$ cat config.mk
export PLATFORM = sky130hd
export DESIGN_NAME = hex_scroll_ctrl_flat
export DESIGN_NICKNAME = d
export VERILOG_FILES = /design/src/rtl/hex_scroll_ctrl_if.sv /design/src/rtl/hex_scroll_ctrl.sv /design/src/flat_wrapper.sv
export SDC_FILE = /design/constraint.sdc
export NUM_CORES = 1
export LEC_CHECK = 0
export ABC_AREA = 1
export CORE_ASPECT_RATIO = 1.1
export CORE_MARGIN = 2
export CORE_UTILIZATION = 54
export CTS_CLUSTER_SIZE = 10
export DETAILED_ROUTE_END_ITERATION = 6
export PLACE_DENSITY_LB_ADDON = 0.3
export SYNTH_ARGS = -nofsm -noshare
export SYNTH_HDL_FRONTEND = slang
export SYNTH_SLANG_ARGS = --single-unit
$ cat constraint.sdc
create_clock -name CLOCK_50 -period 2.8 [get_ports CLOCK_50]
set_clock_uncertainty 0.2 [all_clocks]
set_input_delay 0.28 -clock CLOCK_50 [delete_from_list [all_inputs] [get_ports CLOCK_50]]
set_output_delay 0.28 -clock CLOCK_50 [all_outputs]
set_load 0.1 [all_outputs]
$ cat src/rtl/hex_scroll_ctrl_if.sv
// Switch-side controls and HEX-side outputs of the scrolling display controller.
interface hex_scroll_ctrl_if;
  logic       run;
  logic       dir;
  logic       load;
  logic [7:0] pattern;
  logic [6:0] HEX0;
  logic [6:0] HEX1;
  logic [6:0] HEX2;
  logic [6:0] HEX3;
  logic       step;

  modport master (
    output run, dir, load, pattern,
    input  HEX0, HEX1, HEX2, HEX3, step
  );

  modport slave (
    input  run, dir, load, pattern,
    output HEX0, HEX1, HEX2, HEX3, step
  );
endinterface

$ cat src/rtl/hex_scroll_ctrl.sv
// Four-slot character ring rotated every TICKS cycles; each slot is decoded
// through one shared character table onto the active-low HEX displays.
module hex_scroll_ctrl #(
  parameter int TICKS = 50000000,
  parameter int CW    = 26
) (
  input  logic             CLOCK_50,
  input  logic             resetn,
  hex_scroll_ctrl_if.slave bus
);

  typedef enum logic [0:0] {
    IDLE = 1'b0,
    RUN  = 1'b1
  } state_t;

  localparam logic [CW-1:0] CNT_LAST = CW'(TICKS - 1);
  localparam logic [CW-1:0] CNT_ONE  = CW'(1);
  localparam logic [CW-1:0] CNT_ZERO = CW'(0);
  localparam logic [7:0]    RING_RST = 8'b00_01_10_11;
  localparam logic [27:0]   HEX_RST  = {7'b0100001, 7'b0000110, 7'b1111001, 7'b1111111};

  function automatic logic [6:0] seg_decode(input logic [1:0] code);
    logic [6:0] seg;
    case (code)
      2'b00:   seg = 7'b0100001;
      2'b01:   seg = 7'b0000110;
      2'b10:   seg = 7'b1111001;
      2'b11:   seg = 7'b1111111;
      default: seg = 7'b1111111;
    endcase
    return seg;
  endfunction

  state_t        state_q, state_d;
  logic [CW-1:0] cnt_q, cnt_d;
  logic [7:0]    ring_q, ring_d;
  logic          step_q, step_d;
  logic [27:0]   hex_q, hex_d;

  // Next-state, prescaler, rotation/load and display decode.
  always_comb begin
    state_d = state_q;
    cnt_d   = CNT_ZERO;
    ring_d  = ring_q;
    step_d  = 1'b0;

    if (bus.run) begin
      state_d = RUN;
    end else begin
      state_d = IDLE;
    end

    // Load wins over a coincident step; leaving RUN or idling clears the count.
    if (bus.load) begin
      ring_d = bus.pattern;
      cnt_d  = CNT_ZERO;
    end else if ((state_q == RUN) && bus.run) begin
      if (cnt_q == CNT_LAST) begin
        cnt_d  = CNT_ZERO;
        step_d = 1'b1;
        if (bus.dir) begin
          ring_d = {ring_q[1:0], ring_q[7:2]};
        end else begin
          ring_d = {ring_q[5:0], ring_q[7:6]};
        end
      end else begin
        cnt_d = cnt_q + CNT_ONE;
      end
    end else begin
      cnt_d = CNT_ZERO;
    end

    hex_d = {seg_decode(ring_q[7:6]), seg_decode(ring_q[5:4]),
             seg_decode(ring_q[3:2]), seg_decode(ring_q[1:0])};
  end

  // State, counter, ring and registered display outputs.
  always_ff @(posedge CLOCK_50) begin
    if (!resetn) begin
      state_q <= IDLE;
      cnt_q   <= CNT_ZERO;
      ring_q  <= RING_RST;
      step_q  <= 1'b0;
      hex_q   <= HEX_RST;
    end else begin
      state_q <= state_d;
      cnt_q   <= cnt_d;
      ring_q  <= ring_d;
      step_q  <= step_d;
      hex_q   <= hex_d;
    end
  end

  assign bus.HEX3 = hex_q[27:21];
  assign bus.HEX2 = hex_q[20:14];
  assign bus.HEX1 = hex_q[13:7];
  assign bus.HEX0 = hex_q[6:0];
  assign bus.step = step_q;

endmodule
$ cat src/flat_wrapper.sv
// flat-port wrapper written by rule: the top's interface ports become plain ports
module hex_scroll_ctrl_flat 
#(
  parameter int TICKS = 50000000,
  parameter int CW    = 26
)
  (CLOCK_50, resetn, bus_run, bus_dir, bus_load, bus_pattern, bus_HEX0, bus_HEX1, bus_HEX2, bus_HEX3, bus_step);
  hex_scroll_ctrl_if bus_i ();
  input  logic CLOCK_50;
  input  logic resetn;
  input wire logic [$bits(bus_i.run)-1:0] bus_run;
  input wire logic [$bits(bus_i.dir)-1:0] bus_dir;
  input wire logic [$bits(bus_i.load)-1:0] bus_load;
  input wire logic [$bits(bus_i.pattern)-1:0] bus_pattern;
  output wire logic [$bits(bus_i.HEX0)-1:0] bus_HEX0;
  output wire logic [$bits(bus_i.HEX1)-1:0] bus_HEX1;
  output wire logic [$bits(bus_i.HEX2)-1:0] bus_HEX2;
  output wire logic [$bits(bus_i.HEX3)-1:0] bus_HEX3;
  output wire logic [$bits(bus_i.step)-1:0] bus_step;
  assign bus_i.run = bus_run;
  assign bus_i.dir = bus_dir;
  assign bus_i.load = bus_load;
  assign bus_i.pattern = bus_pattern;
  assign bus_HEX0 = bus_i.HEX0;
  assign bus_HEX1 = bus_i.HEX1;
  assign bus_HEX2 = bus_i.HEX2;
  assign bus_HEX3 = bus_i.HEX3;
  assign bus_step = bus_i.step;
  hex_scroll_ctrl #(.TICKS(TICKS), .CW(CW)) u_core (.CLOCK_50(CLOCK_50), .resetn(resetn), .bus(bus_i));
endmodule
==> results.ini, run 1 <==
[finish]
layout.cells.non_filler = 436
n_antenna_cell = 0
nets = 395
fillers = 405
syn2layout_area_growth_pct = 13.5
drive_gt1_frac = 0.165

[sta]
finalCritPeriodShare = 0.683
finalCriticalPeriod_ns = 1.91
slew_viol_final = 0
setup_violations = 0
slew-limit-headroom = 0.667
worst_pin_slew_ns = 0.496
tns_ns = 0
fmax_ghz = 0.523
hold_viol = 0
layout_setup_ws_ns = 0.887
rsz0062_at_grt = false

[clock_tree]
numClockSinks = 48
post-cts-setup-buffer-count = 0
clockBufferDepth = 2
clock_latency_ns = 0.30
cts_buffers = 5
cts.htree.levels = 2
cts_root_buffer = clkbuf_8
ctsHoldBuffers = 0
cts_tree = built
clk_pin_slew_ns = 0.08
cts_resized = 0

[global_routing]
grt_overflow = 0
grt_pass1_wl_um = 8450
grt_usage = 0.220
grt_max_degree = 27
grt_antenna_before_repair = 0
grt_pass1_vias = 1911

[setup_path]
r2r-start = u_core.cnt_q[0]
reg2reg_slack_ns = 0.89
startpoint = u_core.cnt_q[0]
crit_type = flop to flop
crit_fanout = 26
crit_required_ns = 2.78
critPathArrivalTime_ns = 1.89
endpoint = u_core.cnt_q[15]
crit_chain = ha_1 -> nand2_1 -> inv_1 -> nand2_2 -> nor2_4 -> nand4_2 -> nand2_4 -> nor2_1
start_kind = flop
r2r_cells = 8
endpoint_kind = flop
max_stage_delay_ns = 0.38
r2r-end = u_core.cnt_q[15]
slowest_stage = dfxtp_1

[synth]
synth_mux_area_frac = 0
netlist_instances = 356
synth_edf_count = 0
async_reset_ff_frac = 0
synth_top_family_by_area = simple AND/OR/NAND/NOR gates
synth_xor_area_frac = 0.0318
syn_avg_cell_area_um2 = 6.97
synth_area_mm2 = 0.00248
synthSimpleGateAreaFrac = 0.347
ys_top_cells_by_area = dfxtp_1, nand2_1, nor2_1, inv_1, buf_4
yosysMostFrequentCell = nand2_1
yosysUniqueCellTypes = 28
synth_area_leader_cell = dfxtp_1
ys_ff_latch = 48
syn-num-nets = 370
synth-compound-area-share = 0.0827
synth_fa_ha_area_frac = 0.00505
synth_ff_type = dfxtp_1
synth_common_cells = nand2_1, dfxtp_1, nor2_1
netlist.area_leader.share = 0.387
ys_warn_count = 0
seq_area_frac_synth = 0.387

[drt]
via_per_inst = 4.98
wl_met3_um = 229
wl_met2_um = 2450
via_count = 2172
met1_length_um = 2290
routed.top_layer = met4
drc = 0
drt-total-wl_um = 5060
drt_iter0_drc = 132
final_antenna_net_count = 0
drtPass1Iterations = 4
post_drt_wl_per_cell_um = 11.6

[die]
die_w_um = 68.6
coreArea_mm2 = 0.00435
die_y_um = 75.1
num_io_pins = 42
start_util = 0.570
rows = 25
die_area_mm2 = 0.00515

[run_status]
outcome = finished, final reports clean

[pwr]
irDropWorstVdd_mv = 0.269
p_leak_nw = 1.10
p_per_area_mw_per_mm2 = 526

[placement]
dpl.hpwl_um = 3830
port-buffer-count = 41
place.gp.congestion = 0.908
detailedPlace.worstSlack_ns = 0.754
place_inst = 428

[hold_path]
min_from = u_core.ring_q[0]
hp-class = flop to flop

[flow_run]
cap_viol_max_count = 0

[how the worst min path moves through the flow]
stage	slack, ns	end	cells after the start
after floorplan	0.17	u_core.state_q	2
after global placement	0.22	u_core.hex_q[5]	1
after detailed placement	0.23	u_core.hex_q[5]	1
final	0.26	u_core.hex_q[5]	1
after global routing	0.28	u_core.hex_q[5]	1
after CTS	0.26	u_core.hex_q[5]	1
[critical path, delay by kind of cell, from the launching register on]
family / cells / cell delay, ns
and+or+nand+nor: 6 / 0.92
DFF: 1 / 0.38
buffers and inverters: 1 / 0.08
adders and majority gates: 1 / 0.19
[cell type report]
type | instances | area [um2] | share of cell area
tap | 54 | 67.6 | 0.0240
multi-input combinational | 239 | 1160 | 0.411
clock buffer | 5 | 68.8 | 0.0245
sequential | 48 | 961 | 0.341
inverter | 44 | 165 | 0.0587
timing repair buffer | 43 | 353 | 0.125
clock inverter | 3 | 42.5 | 0.0151
[cell families after synthesis]
| logic type | Yosys count |
|---|---|
| and+or+nand+nor | 194 |
| adders and majority gates | 1 |
| buffers and inverters | 69 |
| AOI/OAI and AO/OA | 35 |
| xor gates and xnor gates | 9 |
| DFF | 48 |
[report_power, final]
part	internal [W]	switching (W)	total, W
logic	0.0000621	0.000206	0.000268
clock network	0.000264	0.000232	0.000497
registers	0.000702	0.0000147	0.000716
[flip-flops by register name, summed over array words and instances (netlist names)]
| name | count |
|---|---|
| u_core.cnt_q | 26 |
| u_core.ring_q | 8 |
| u_core.bus.step | 1 |
| u_core.state_q | 1 |
| u_core.hex_q | 12 |
[through the flow]
| step | total power (W) | hold slack [ns] | instance area, um2 | util |
|---|---|---|---|---|
| 3_3_place_gp | 0.000998 | 0.221 | 2700 | 0.622 |
| 4_1_cts | 0.00149 | 0.256 | 2810 | 0.647 |
| 6_report | 0.00148 | 0.265 | 2810 | 0.647 |
| 3_5_place_dp | 0.00100 | 0.235 | 2700 | 0.622 |
| 5_1_grt | 0.00154 | 0.279 | 2810 | 0.647 |
| 2_1_floorplan | 0.000954 | 0.173 | 2480 | - |
[routing by layer]
metal / GRT usage / vias up
met1: 0.280 / 980
met5: 0 / -
met4: 0.0889 / 0
met3: 0.0478 / 8
li1: - / 1142
met2: 0.360 / 42
[cells in the final DEF, fill, tap and decap left out, types with 2 or more instances in the layout]
cell type and instances:
nor2_1 45, nand2_1 98, nor2_2 4, o21ai_0 18, dfxtp_1 48, nand3b_1 4, a21oi_2 8, nor2_4 2
nand4_1 4, a21oi_1 9, xnor2_1 4, nand3_1 19, nand3_2 3, nor3_1 8, clkdlybuf4s50_1 12, clkbuf_8 5
nand2_2 3, inv_1 43, buf_4 31, xor2_1 5
(Power assumes the default switching activity.)
==> run 2: changes to the inputs <==
Settings changed: CORE_UTILIZATION 54 to 48.
Clock period 2.8 ns to 1.7 ns, I/O delays scaled along.
==> run 2 against run 1 <==
Net effect:
- register-to-register slack got worse by 0.86 ns
- clock-buffer cell count rose by 2
- largest power group unchanged
- critical endpoint is now u_core.ring_q[4]
- die area grew 12%
- sequential power grew 68%
- first-iteration DRC count down 5.3%
- global-route usage decreased by 2.0 points
- combinational power grew 110%
==> results.ini, run 2 (synthesized netlist as in run 1, its figures left out) <==
[sta]
slew-limit-headroom = 0.644
tns_ns = 0
finalCritPeriodShare = 0.983
setup_violations = 0
hold_viol = 0
fmax_ghz = 0.598
slew_viol_final = 0
finalCriticalPeriod_ns = 1.67
rsz0062_at_grt = true
worst_pin_slew_ns = 0.533

[finish]
nets = 424
fillers = 370
drive_gt1_frac = 0.307
largest_reg_flops = 26
n_antenna_cell = 0
final_common_cell = nand2_1
reg_top3 = u_core.cnt_q (26), u_core.hex_q (12), u_core.ring_q (8)
syn2layout_area_growth_pct = 44.6
top_register = u_core.cnt_q
final_cell_mix = nand2_1, inv_1, nor2_1, buf_12, dfxtp_1

[clock_tree]
cts_root_buffer = clkbuf_8
clockBufferDepth = 2
cts_tree = built
numClockSinks = 48
cts_buffers = 5
cts.htree.levels = 2
ctsHoldBuffers = 0
clock_latency_ns = 0.31
clk_pin_slew_ns = 0.09

[pwr]
p_comb_frac = 0.208
internal-power_w = 0.00188
switching_share = 0.292
p_sw_w = 0.000774
total_power_w = 0.00265
irDropWorstVdd_mv = 0.467
clkPwrFrac = 0.339
p_per_area_mw_per_mm2 = 740
p_leak_nw = 1.44
seq_power_share = 0.453

[drt]
drtPass1Iterations = 7
via_count = 2373
via_per_inst = 5.06
final_antenna_net_count = 0
drt-total-wl_um = 5980
drc = 0
drt_iter0_drc = 125
post_drt_wl_per_cell_um = 12.8

[flow_run]
cap_viol_max_count = 0

[die]
die_y_um = 79.4
num_io_pins = 42
coreArea_mm2 = 0.00500
rows = 27
start_util = 0.496
die_area_mm2 = 0.00576
die_w_um = 72.5

[setup_path]
crit_top_cell = nand2_2
crit_required_ns = 1.76
max_stage_delay_ns = 0.36
endpoint_kind = flop
crit_type = flop to flop
crit_fanout = 7
start_kind = flop
critPathArrivalTime_ns = 1.73
crit_chain = ha_4 -> nand2_2 -> inv_2 -> nand2_4 -> nor2_4 -> buf_12 -> nand3_4 -> nand2_2 -> nand2_1 -> nand3_1
slowest_stage = dfxtp_2

[global_routing]
grt_overflow = 0
grt_usage = 0.200
grt_pass1_wl_um = 9090
grt_antenna_before_repair = 0
grt_max_degree = 20
grt_pass1_vias = 2044

[placement]
place.gp.congestion = 0.839
dpl.hpwl_um = 4220
port-buffer-count = 41

[hold_path]
hp-class = primary input to flop

[run_status]
outcome = finished, final reports clean

run 2: cell count changes in the layout (fill, tap and decap cells not counted), sizes merged:
cell,change
nand3,+1
clkinvlp,-1
buf,+27
clkbuf,+3
clkinv,-1
run 2: final timing paths:
kind	startpoint	end	slack, ns	cells after the start
max	u_core.cnt_q[1]	u_core.ring_q[4]	0.03	10
min	bus_run	u_core.state_q	0.21	3
max reg2reg	u_core.cnt_q[1]	u_core.ring_q[4]	0.03	10
min reg2reg	u_core.ring_q[7]	u_core.hex_q[25]	0.27	2
run 2: power by group through the flow:
stage          clock [W]  combinational, W  sequential [W]
5_1_grt         0.000960          0.000578         0.00121
3_5_place_dp           0          0.000539         0.00123
3_3_place_gp           0          0.000534         0.00122
2_1_floorplan          0          0.000264         0.00131
4_1_cts         0.000906          0.000541         0.00120
6_report        0.000898          0.000551         0.00120
run 2: layout make-up:
class                           instances  area (um2)  area share
Sequential cell                        48         982       0.274
Clock buffer                            7        96.3      0.0269
Timing Repair Buffer                   71         981       0.274
Clock inverter                          1        30.0     0.00838
Inverter                               44         165      0.0461
Tap cell                               58        72.6      0.0202
Multi-Input combinational cell        240        1260       0.351
run 2: what timing repair did:
item / in CTS / in global routing
pin swaps: 4 / 8
endpoints found under the setup margin: 14 / 34
buffers inserted: 1 / 6
gates cloned: 0 / 2
gates resized for setup: 6 / 23
run 2: routing by layer:
layer	up-vias	GRT usage	routed length [um]
li1	1193	-	-
met2	99	0.317	2960
met1	1074	0.269	2530
met3	7	0.0442	427
met5	-	0	0
met4	0	0.0667	68
run 2: worst max-delay path, delay by kind of cell (launching register included):
kind          cells  cell delay (ns)
fa+ha+maj         1             0.14
buf+inv           2             0.21
simple gates      7             0.70
flops             1             0.36
run 2: through the flow:
stage          hold slack, ns  instances   util  cell area [um2]  setup WS (ns)
2_1_floorplan          0.0635        356      -             2490          0.103
3_3_place_gp            0.241        452  0.652             3260         0.0332
6_report                0.205        469  0.717             3580         0.0290
4_1_cts                 0.206        461  0.683             3410        0.00215
3_5_place_dp            0.249        452  0.652             3260        -0.0387
5_1_grt                 0.254        469  0.717             3580        -0.0770
==> run 3: changes to the inputs <==
Settings changed: CORE_ASPECT_RATIO 1.1 to default.
==> run 3 against run 2 <==
Net effect:
- hold slack worse by 0.0061 ns
- global-route usage up 0.22 points
- critical path depth is 1 lower
- setup slack got worse by 0.019 ns
- utilization is 0.48 points lower
- maximum frequency fell by 1.1%
- via count is 1.6% higher
- first-iteration DRC count grew 23%
- clock power is 7.5% lower
- sequential power about the same
- largest cell class unchanged
- critical endpoint is now u_core.cnt_q[8]
==> results.ini, run 3 (synthesized netlist as in run 1, its figures left out) <==
[clock_tree]
cts_buffers = 5
clockBufferDepth = 2
clock_latency_ns = 0.31
cts_root_buffer = clkbuf_8
clk_pin_slew_ns = 0.09
cts_tree = built
numClockSinks = 48
cts.htree.levels = 2

[sta]
slew-limit-headroom = 0.691
worst_pin_slew_ns = 0.463
hold_viol = 0
finalCriticalPeriod_ns = 1.69
setup_violations = 0
finalCritPeriodShare = 0.994
rsz0062_at_grt = true
fmax_ghz = 0.592
slew_viol_final = 0

[global_routing]
grt_overflow = 0
grt_antenna_before_repair = 0
busiest_layer = met2
grt_max_degree = 20
grtUsageMet2 = 0.315
grt_util_met1 = 0.274
grt_pass1_vias = 1997
grt_usage = 0.203
grt_pass1_wl_um = 8870
grt_use_met3 = 0.0397

[setup_path]
reg2reg_slack_ns = 0.01
start_kind = flop
critPathArrivalTime_ns = 1.69
crit_required_ns = 1.70
crit_fanout = 7
crit_type = flop to flop
endpoint_kind = flop

[finish]
largest_reg_flops = 26
fillers = 369
n_antenna_cell = 0
top_register = u_core.cnt_q
nets = 422
reg_top3 = u_core.cnt_q (26), u_core.hex_q (12), u_core.ring_q (8)
final_cell_area_mm2 = 0.00359
final_cell_mix = nand2_1, nor2_1, inv_1, buf_12, dfxtp_1
layout.cells.non_filler = 479
drive_gt1_frac = 0.306
final_common_cell = nand2_1
syn2layout_area_growth_pct = 44.8

[placement]
place.gp.congestion = 0.868
postPlaceCellArea_mm2 = 0.00325
place_inst = 461
dpl.hpwl_um = 4250
port-buffer-count = 41

[drt]
drt-total-wl_um = 6130
drc = 0
via_per_inst = 5.04
post_drt_wl_per_cell_um = 12.8
via_count = 2412
drt_iter0_drc = 154
drtPass1Iterations = 5
final_antenna_net_count = 0

[flow_run]
cap_viol_max_count = 0

[die]
num_io_pins = 42
rows = 26
die_w_um = 75.9
die_area_mm2 = 0.00576
start_util = 0.492
die_y_um = 75.9
coreArea_mm2 = 0.00504

[pwr]
irDropWorstVdd_mv = 0.554
p_per_area_mw_per_mm2 = 719
p_leak_nw = 1.43

[hold_path]
hp-class = primary input to flop

[run_status]
outcome = finished, final reports clean

-- run 3: layer usage --
metal | up-vias | share of wire
li1 | 1200 | -
met1 | 1104 | 0.43
met2 | 99 | 0.48
met3 | 9 | 0.066
met4 | 0 | 0.017
met5 | - | 0
-- run 3: area by class of cell --
type                            count  area (um2)  area share
Multi-Input combinational cell    240        1270       0.353
Inverter                           44         165      0.0460
Clock buffer                        5        68.8      0.0192
Clock inverter                      3        42.5      0.0118
Tap cell                           70        87.6      0.0244
Timing Repair Buffer               69         975       0.271
Sequential cell                    48         983       0.274
-- run 3: final timing paths --
check / from / end / depth (start not counted)
hold / removal: bus_run / u_core.state_q / 3
setup / recovery: u_core.cnt_q[0] / u_core.cnt_q[8] / 9
setup reg to reg: u_core.cnt_q[0] / u_core.cnt_q[8] / 9
hold reg to reg: u_core.cnt_q[24] / u_core.cnt_q[24] / 2
-- run 3: report_power, final --
part / switching (W) / internal [W] / leakage (nW)
Clock: 0.000396 / 0.000435 / 0.0541
Combinational: 0.000349 / 0.000199 / 0.982
Sequential: 0.0000433 / 0.00116 / 0.393
Total: 0.000789 / 0.00179 / 1.43
-- run 3: what timing repair did --
| action | CTS | global route |
|---|---|---|
| cloned | 0 | 3 |
| gates resized for setup | 8 | 25 |
| pin swaps | 5 | 10 |
| hold buffers | 0 | 0 |
| buffers inserted | 0 | 7 |
| endpoints found under the setup margin | 10 | 34 |
-- run 3: critical path, stage by stage (launching register included) --
cell and delay [ns]:
dfxtp_2 0.36, ha_4 0.14, nand2_2 0.06, inv_2 0.09
nand2_4 0.07, nor2_4 0.16, nand4_4 0.17, nand2_8 0.13
clkbuf_16 0.16, a21oi_1 0.04
-- run 3: through the flow --
step / setup WS (ns) / hold slack, ns / TNS [ns] / power [W] / utilization
floorplan: 0.103 / 0.0635 / 0 / 0.00158 / -
global placement: 0.0191 / 0.242 / 0 / 0.00176 / 0.645
detailed placement: -0.0417 / 0.238 / -0.215 / 0.00177 / 0.645
CTS: 0.00694 / 0.198 / 0 / 0.00258 / 0.673
global route: -0.0541 / 0.221 / -1.08 / 0.00265 / 0.712
finish: 0.00980 / 0.199 / 0 / 0.00258 / 0.712
